`src/rtl/seq_div_pkg.sv`:
```
// rtl/seq_div_pkg.sv - shared FSM state type and counter sizing for the sequential divider
//
// Purpose: types and constants shared by seq_divider_regs and div_step.
// Contents:
//   div_state_e    - FSM states IDLE / RUN / DONE
//   SEQ_DIV_N      - default operand width
//   SEQ_DIV_CNT_W  - iteration counter width for the default operand width
//   cnt_width(n)   - iteration counter width for an n-bit divider, $clog2(n+1)
package seq_div_pkg;

  typedef enum logic [1:0] {
    IDLE = 2'd0,
    RUN  = 2'd1,
    DONE = 2'd2
  } div_state_e;

  localparam int SEQ_DIV_N     = 32;
  localparam int SEQ_DIV_CNT_W = $clog2(SEQ_DIV_N + 1);

  function automatic int cnt_width(input int n);
    return $clog2(n + 1);
  endfunction

endpackage

```
`src/rtl/div_step.sv`:
```
// rtl/div_step.sv - combinational one-bit restoring division step
//
// Purpose: one restoring-division iteration. Shifts the next dividend bit into
// the partial remainder, trial-subtracts the divisor and shifts the resulting
// quotient bit into the dividend/quotient register.
// Ports:
//   rem_in   [N-1:0] - current partial remainder
//   quo_in   [N-1:0] - remaining dividend bits (MSB next) / quotient bits so far
//   divisor  [N-1:0] - divisor magnitude
//   rem_out  [N-1:0] - next partial remainder
//   quo_out  [N-1:0] - next dividend/quotient register value
module div_step
  import seq_div_pkg::*;
#(
  parameter int N = SEQ_DIV_N
) (
  input  logic [N-1:0] rem_in,
  input  logic [N-1:0] quo_in,
  input  logic [N-1:0] divisor,
  output logic [N-1:0] rem_out,
  output logic [N-1:0] quo_out
);

  // The stored remainder is always below the divisor, so it fits in N bits.
  // After the shift it can reach 2*divisor-1, so the shift and trial subtract
  // are carried out N+1 bits wide; the top bit of the trial is then the borrow.
  logic [N:0] rem_shift;
  logic [N:0] trial;

  always_comb begin
    rem_shift = {rem_in, quo_in[N-1]};
    trial     = rem_shift - {1'b0, divisor};
    if (!trial[N]) begin
      rem_out = trial[N-1:0];
      quo_out = {quo_in[N-2:0], 1'b1};
    end else begin
      rem_out = rem_shift[N-1:0];
      quo_out = {quo_in[N-2:0], 1'b0};
    end
  end

endmodule

```
`src/rtl/seq_divider_regs.sv`:
```
// rtl/seq_divider_regs.sv - N-cycle restoring sequential divider with registered result
//
// Purpose: divides dividend by divisor over N+2 clock edges (capture, N steps,
// result load). Optional macro SEQ_DIV_SIGNED_EN selects two's-complement
// operation (quotient truncates toward zero, remainder takes dividend's sign);
// without it the divider is unsigned only.
// Ports:
//   clk               - clock, rising edge
//   reset             - synchronous active-low reset
//   en                - start request, sampled only in IDLE
//   dividend [N-1:0]  - numerator
//   divisor  [N-1:0]  - denominator
//   result [2N-1:0]   - registered {remainder, quotient}
//   valid             - one-cycle pulse with each new result
//   busy              - high from accepted start through the DONE cycle
//   div_zero          - registered divide-by-zero flag, loaded with result
module seq_divider_regs
  import seq_div_pkg::*;
#(
  parameter int N = SEQ_DIV_N
) (
  input  logic           clk,
  input  logic           reset,
  input  logic           en,
  input  logic [N-1:0]   dividend,
  input  logic [N-1:0]   divisor,
  output logic [2*N-1:0] result,
  output logic           valid,
  output logic           busy,
  output logic           div_zero
);

  localparam int CW = cnt_width(N);

  div_state_e     state_q, state_d;
  logic [N-1:0]   quo_q, quo_d;       // dividend register, becomes the quotient
  logic [N-1:0]   dvs_q, dvs_d;       // divisor register
  logic [N-1:0]   rem_q, rem_d;       // partial remainder
  logic [CW-1:0]  cnt_q, cnt_d;
  logic [2*N-1:0] result_q, result_d;
  logic           valid_q, valid_d;
  logic           busy_q, busy_d;
  logic           div_zero_q, div_zero_d;

  logic [N-1:0]   step_rem;
  logic [N-1:0]   step_quo;
  logic [N-1:0]   quo_fix;
  logic [N-1:0]   rem_fix;

`ifdef SEQ_DIV_SIGNED_EN
  logic           qneg_q, qneg_d;     // quotient must be negated at DONE
  logic           rneg_q, rneg_d;     // remainder must be negated at DONE
`endif

  div_step #(.N(N)) u_step (
    .rem_in  (rem_q),
    .quo_in  (quo_q),
    .divisor (dvs_q),
    .rem_out (step_rem),
    .quo_out (step_quo)
  );

  // Sign fix-up of the magnitude result. A zero divisor needs no special
  // quotient handling in unsigned mode: every trial subtract succeeds, giving
  // all-ones, and the remainder accumulates the whole dividend.
  always_comb begin
    quo_fix = quo_q;
    rem_fix = rem_q;
`ifdef SEQ_DIV_SIGNED_EN
    if (dvs_q == '0) begin
      quo_fix = '1;
    end else if (qneg_q) begin
      quo_fix = ~quo_q + 1'b1;
    end
    // Negating |dividend| restores the dividend itself for a zero divisor.
    if (rneg_q) begin
      rem_fix = ~rem_q + 1'b1;
    end
`endif
  end

  always_comb begin
    state_d    = state_q;
    quo_d      = quo_q;
    dvs_d      = dvs_q;
    rem_d      = rem_q;
    cnt_d      = cnt_q;
    result_d   = result_q;
    valid_d    = 1'b0;
    busy_d     = busy_q;
    div_zero_d = div_zero_q;
`ifdef SEQ_DIV_SIGNED_EN
    qneg_d     = qneg_q;
    rneg_d     = rneg_q;
`endif
    case (state_q)
      IDLE: begin
        busy_d = 1'b0;
        if (en) begin
`ifdef SEQ_DIV_SIGNED_EN
          // Most-negative stays as its own bit pattern, which is the correct
          // unsigned magnitude 2^(N-1).
          quo_d  = dividend[N-1] ? (~dividend + 1'b1) : dividend;
          dvs_d  = divisor[N-1]  ? (~divisor + 1'b1)  : divisor;
          qneg_d = dividend[N-1] ^ divisor[N-1];
          rneg_d = dividend[N-1];
`else
          quo_d  = dividend;
          dvs_d  = divisor;
`endif
          rem_d   = '0;
          cnt_d   = '0;
          busy_d  = 1'b1;
          state_d = RUN;
        end
      end
      RUN: begin
        quo_d = step_quo;
        rem_d = step_rem;
        cnt_d = cnt_q + 1'b1;
        if (cnt_q == CW'(N - 1)) begin
          state_d = DONE;
        end
      end
      DONE: begin
        result_d   = {rem_fix, quo_fix};
        div_zero_d = (dvs_q == '0);
        valid_d    = 1'b1;
        busy_d     = 1'b0;
        state_d    = IDLE;
      end
      default: begin
        state_d = IDLE;
        busy_d  = 1'b0;
      end
    endcase
  end

  always_ff @(posedge clk) begin
    if (!reset) begin
      state_q    <= IDLE;
      quo_q      <= '0;
      dvs_q      <= '0;
      rem_q      <= '0;
      cnt_q      <= '0;
      result_q   <= '0;
      valid_q    <= 1'b0;
      busy_q     <= 1'b0;
      div_zero_q <= 1'b0;
`ifdef SEQ_DIV_SIGNED_EN
      qneg_q     <= 1'b0;
      rneg_q     <= 1'b0;
`endif
    end else begin
      state_q    <= state_d;
      quo_q      <= quo_d;
      dvs_q      <= dvs_d;
      rem_q      <= rem_d;
      cnt_q      <= cnt_d;
      result_q   <= result_d;
      valid_q    <= valid_d;
      busy_q     <= busy_d;
      div_zero_q <= div_zero_d;
`ifdef SEQ_DIV_SIGNED_EN
      qneg_q     <= qneg_d;
      rneg_q     <= rneg_d;
`endif
    end
  end

  assign result   = result_q;
  assign valid    = valid_q;
  assign busy     = busy_q;
  assign div_zero = div_zero_q;

endmodule
```
`config.mk`:
```
export PLATFORM = sky130hd
export DESIGN_NAME = seq_divider_regs
export DESIGN_NICKNAME = d
export VERILOG_FILES = /design/src/rtl/seq_div_pkg.sv /design/src/rtl/div_step.sv /design/src/rtl/seq_divider_regs.sv
export SDC_FILE = /design/constraint.sdc
export NUM_CORES = 1
export LEC_CHECK = 0
export CAP_MARGIN = 20
export CELL_PAD_IN_SITES_DETAIL_PLACEMENT = 1
export CELL_PAD_IN_SITES_GLOBAL_PLACEMENT = 2
export CORE_ASPECT_RATIO = 1.25
export CORE_UTILIZATION = 33
export DETAILED_ROUTE_END_ITERATION = 12
export GPL_ROUTABILITY_DRIVEN = 0
export HOLD_SLACK_MARGIN = 0.05
export PLACE_DENSITY = 0.84
export REMOVE_ABC_BUFFERS = 1
export SLEW_MARGIN = 10
export SYNTH_ARGS = -nofsm -noshare
export SYNTH_HDL_FRONTEND = slang
export SYNTH_HIERARCHICAL = 1
export SYNTH_SLANG_ARGS = --single-unit
```
`constraint.sdc`:
```
create_clock -name clk -period 4.2 [get_ports clk]
set_input_delay 0.42 -clock clk [delete_from_list [all_inputs] [get_ports clk]]
set_output_delay 0.42 -clock clk [all_outputs]
set_load 0.05 [all_outputs]
```
==> results of run 1 <==
-- routing by layer --
| layer | wire (um) | global-route usage, % | up-vias |
|---|---|---|---|
| li1 | - | - | 3769 |
| met1 | 10780 | 21.25 | 3676 |
| met2 | 12460 | 32.25 | 105 |
| met3 | 1290 | 5.171 | 19 |
| met4 | 453 | 6.099 | 0 |
| met5 | 0 | 0 | - |
-- worst register-to-register path, cell delays in order, from the launching register on --
cell and delay, ns:
sky130_fd_sc_hd__dfxtp_1 0.38, sky130_fd_sc_hd__inv_1 0.06, sky130_fd_sc_hd__ha_1 0.21, sky130_fd_sc_hd__fa_1 0.40
sky130_fd_sc_hd__and2b_1 0.24, sky130_fd_sc_hd__o2111ai_2 0.13, sky130_fd_sc_hd__a21oi_2 0.24, sky130_fd_sc_hd__o2111ai_1 0.22
sky130_fd_sc_hd__a211oi_2 0.33, sky130_fd_sc_hd__nor2_4 0.10, sky130_fd_sc_hd__mux2i_4 0.38, sky130_fd_sc_hd__and2_4 0.34
sky130_fd_sc_hd__inv_8 0.14, sky130_fd_sc_hd__mux2_4 0.33, sky130_fd_sc_hd__a22o_1 0.22
-- cell type report --
type                    instances  area share (%)
clock buffers                  21           4.286
flip-flops and latches        171           31.19
multi-input cells             759           44.41
clock inverters                10           1.721
repair buffers                145           13.16
well taps                     345           3.933
inverters                      36           1.300
-- sequential cells by signal (all words and copies together) (netlist names) --
| signal | count |
|---|---|
| dvs_q | 32 |
| cnt_q | 6 |
| div_zero | 1 |
| valid | 1 |
| state_q | 2 |
| busy | 1 |
| rem_fix | 32 |
| quo_fix | 32 |
| result | 64 |
-- cells by family (layout without fill, tap and decap cells) --
| kind of cell | count (synthesis) | after routing |
|---|---|---|
| DFF | 171 | 171 |
| and+or+nand+nor | 403 | 403 |
| AOI/OAI and AO/OA | 269 | 269 |
| muxes | 27 | 27 |
| adders and majority gates | 34 | 34 |
| xor gates and xnor gates | 26 | 26 |
| buffers and inverters | 138 | 212 |
-- report_power, final --
part / internal (uW) / switching [uW]
combinational: 1550 / 1560
sequential: 1740 / 129
clock: 1100 / 669
-- layout by cell type (no fill, tap or decap), types with 5 or more instances in the layout --
cell type                           n
sky130_fd_sc_hd__a21oi_1           27
sky130_fd_sc_hd__inv_1             35
sky130_fd_sc_hd__ha_1              33
sky130_fd_sc_hd__nand4_1            9
sky130_fd_sc_hd__nand2_1          280
sky130_fd_sc_hd__a31oi_1            6
sky130_fd_sc_hd__a22o_1            33
sky130_fd_sc_hd__bufinv_16          5
sky130_fd_sc_hd__nor4_1            10
sky130_fd_sc_hd__and3_1             7
sky130_fd_sc_hd__mux2_4            19
sky130_fd_sc_hd__clkbuf_16         17
sky130_fd_sc_hd__a21boi_0          98
sky130_fd_sc_hd__xnor2_1           13
sky130_fd_sc_hd__o31ai_1            5
sky130_fd_sc_hd__nand3_1           49
sky130_fd_sc_hd__o21a_1             8
sky130_fd_sc_hd__nor3_1             6
sky130_fd_sc_hd__nor2_1            11
sky130_fd_sc_hd__xor2_1            13
sky130_fd_sc_hd__dfxtp_1          171
sky130_fd_sc_hd__clkdlybuf4s50_1  132
sky130_fd_sc_hd__buf_4             11
sky130_fd_sc_hd__o211a_1           32
sky130_fd_sc_hd__o21ai_0           19
sky130_fd_sc_hd__a21o_1            17
-- worst paths after layout --
path                                 start                  endpoint  slack [ns]  depth (start not counted)
setup / recovery  quo_fix[31]$_SDFFE_PN0P_  rem_fix[24]$_SDFFE_PN0P_        0.38                         14
hold reg to reg    result[62]$_SDFFE_PN0P_   result[62]$_SDFFE_PN0P_        0.46                          2
hold / removal     result[62]$_SDFFE_PN0P_   result[62]$_SDFFE_PN0P_        0.46                          2
setup reg to reg  quo_fix[31]$_SDFFE_PN0P_  rem_fix[24]$_SDFFE_PN0P_        0.38                         14
-- per-stage QoR --
step | cell area (um^2) | total power [uW] | utilization, % | hold slack (ns)
2_1_floorplan | 8423 | 4294 | - | 0.4418
3_3_place_gp | 10300 | 4944 | 38.26 | 0.4516
3_5_place_dp | 10300 | 5001 | 38.26 | 0.4594
4_1_cts | 10960 | 6820 | 40.71 | 0.4654
5_1_grt | 10980 | 7137 | 40.79 | 0.4864
6_report | 10980 | 6754 | 40.79 | 0.4640
==> impl_metrics.yaml, run 1 <==
layout:
  fillers: 3173
  regArea_um2: 3423
  drive_above_1_share_pct: 7.618
  fin_cells: 1487
  area_growth_syn_to_layout_pct: 21.19
  layout.nets: 1231
  number_of_antenna_diodes: 0
  multi_input_comb_area_um2: 4875
yosys:
  synthSimpleGateAreaFrac_pct: 19.41
  synth_adder_area_share_pct: 4.780
  synthesis.area_per_instance_um2: 8.480
  synth_top_family_by_area: "compound AO/OA/AOI/OAI gates"
  synth_top_area_share_pct: 37.80
  muxShareOfSynthArea_pct: 4.228
  xor_xnor_share_of_the_synthesized_area_pct: 2.515
  synth_top_cells_by_area: "sky130_fd_sc_hd__dfxtp_1 38%, sky130_fd_sc_hd__nand2_1 12%, sky130_fd_sc_hd__a21boi_0 8.1%, sky130_fd_sc_hd__ha_1 4.6%, sky130_fd_sc_hd__o211a_1 3.5%"
  synth.most_common_cell: "sky130_fd_sc_hd__nand2_1"
  syn_inst: 1068
  flip_flop_and_latch_count_after_synthesis: 171
  total_standard_cell_area_after_synthesis_um2: 9056
  synth_ff_type: "sky130_fd_sc_hd__dfxtp_1"
  synth_edf_count: 0
  synthesis.yosys.warnings: 6
  synth.largest_area_cell: "sky130_fd_sc_hd__dfxtp_1"
  yosys.cell_types.count: 69
  synth_commonest_cells: "280 x sky130_fd_sc_hd__nand2_1, 171 x sky130_fd_sc_hd__dfxtp_1, 98 x sky130_fd_sc_hd__a21boi_0"
  async_flop_share_pct: 0
  synth-compound-area-share_pct: 22.70
  synth_sequential_area_ratio_pct: 37.80
placement:
  hpwlAfterDp_mm: 17.38
  place_ws_ns: 0.4040
  place_inst: 1455
  port_buffers: 133
floorplan:
  floorplan.initialDensity_pct: 33.65
  design.die.area_um2: 28110
  die_y_um: 187.2
  area_of_the_core_region_um2: 26910
  num_rows: 67
  top_level_ports: 134
  fp.dieW_um: 150.2
drt:
  drt_first_pass_iters: 4
  via_count: 7569
  post_drt_via_cell_ratio: 5.090
  drtIter0Drc: 315
  wire_per_inst_um: 16.80
  route.antenna.remaining_nets: 0
  remaining_drc_errors: 0
  postRouteWirelength_mm: 24.98
clocking:
  cts_repair_resize_count: 0
  tritoncts.num_buffers: 17
  cts-htree-levels: 4
  cts-root-buf: "sky130_fd_sc_hd__clkbuf_16"
  clock-sinks: 171
  cts-root-to-sink-buffers: 2
  worst_setup_hold_path_clk_slew_ns: 0.07
  holdBufCountCts: 0
  clock_latency_at_the_later_pin_of_the_worst_skew_pair_ns: 0.44
  post_cts.repair.setup_buffers: 0
  clock_tree_from_tritoncts: "yes"
critical_path:
  crit_arrival_ns: 4.14
  critical-path-top-delay-family: "compound AO/OA/AOI/OAI gates"
  slowest_stage: "sky130_fd_sc_hd__fa_1"
  crit_path_max_incr_delay_ns: 0.40
  cp_num_buf_inv: 2
  critical_path.max_fanout: 24
  worst_setup_path_category: "reg2reg"
  crit_required_ns: 4.52
  cp-end-kind: "flop"
  crit_path_start_kind: "flop"
  crit_path_cell_trace: "inv_1, ha_1, fa_1, and2b_1, o2111ai_2, a21oi_2, o2111ai_1, a211oi_2, nor2_4, mux2i_4, and2_4, inv_8, mux2_4, a22o_1"
timing:
  setup-tns-final_ns: 0
  final-max-slew-violation-count: 0
  worst_pin_slew_ns: 0.7732
  setup_viol_count_final: 0
  setup_repair_after_global_routing_missed_its_margin: "false"
  maxClockFrequency_mhz: 262.0
  finalCriticalPeriod_ns: 3.817
  skew_ns: 0.01301
  finalWorstSetupSlack_ns: 0.3834
  period_utilisation_layout_pct: 90.87
  hold_viol_final: 0
  slew_headroom_pct: 48.45
power:
  vdd_ir_drop_max_uv: 324.1
  power.density_nw_per_um2: 615.4
  static-leakage-power_uw: 0.004460
global_routing:
  globalRouteTotalUtil_pct: 18.42
  grt_residual_overflow: 0
  grt_max_degree: 55
  antenna_found_initial: 1
  first_global_vias: 8062
  grt_pass1_wl_mm: 41.23
worst_hold_path:
  hp-class: "reg2reg"
outcome:
  run_status: "complete, no violations"
run:
  maxCapViolCount: 0
Power figures use the tool's default switching activity.
==> run 2: changes to the inputs <==
--- a/config.mk
+++ b/config.mk
@@ -10,6 +10,7 @@
 export CELL_PAD_IN_SITES_GLOBAL_PLACEMENT = 2
 export CORE_ASPECT_RATIO = 1.25
 export CORE_UTILIZATION = 33
+export CTS_CLUSTER_SIZE = 8
 export DETAILED_ROUTE_END_ITERATION = 12
 export GPL_ROUTABILITY_DRIVEN = 0
 export HOLD_SLACK_MARGIN = 0.05
==> results of run 2 <==
Same layout as run 1: the final DEF is identical, and so are final timing and power.
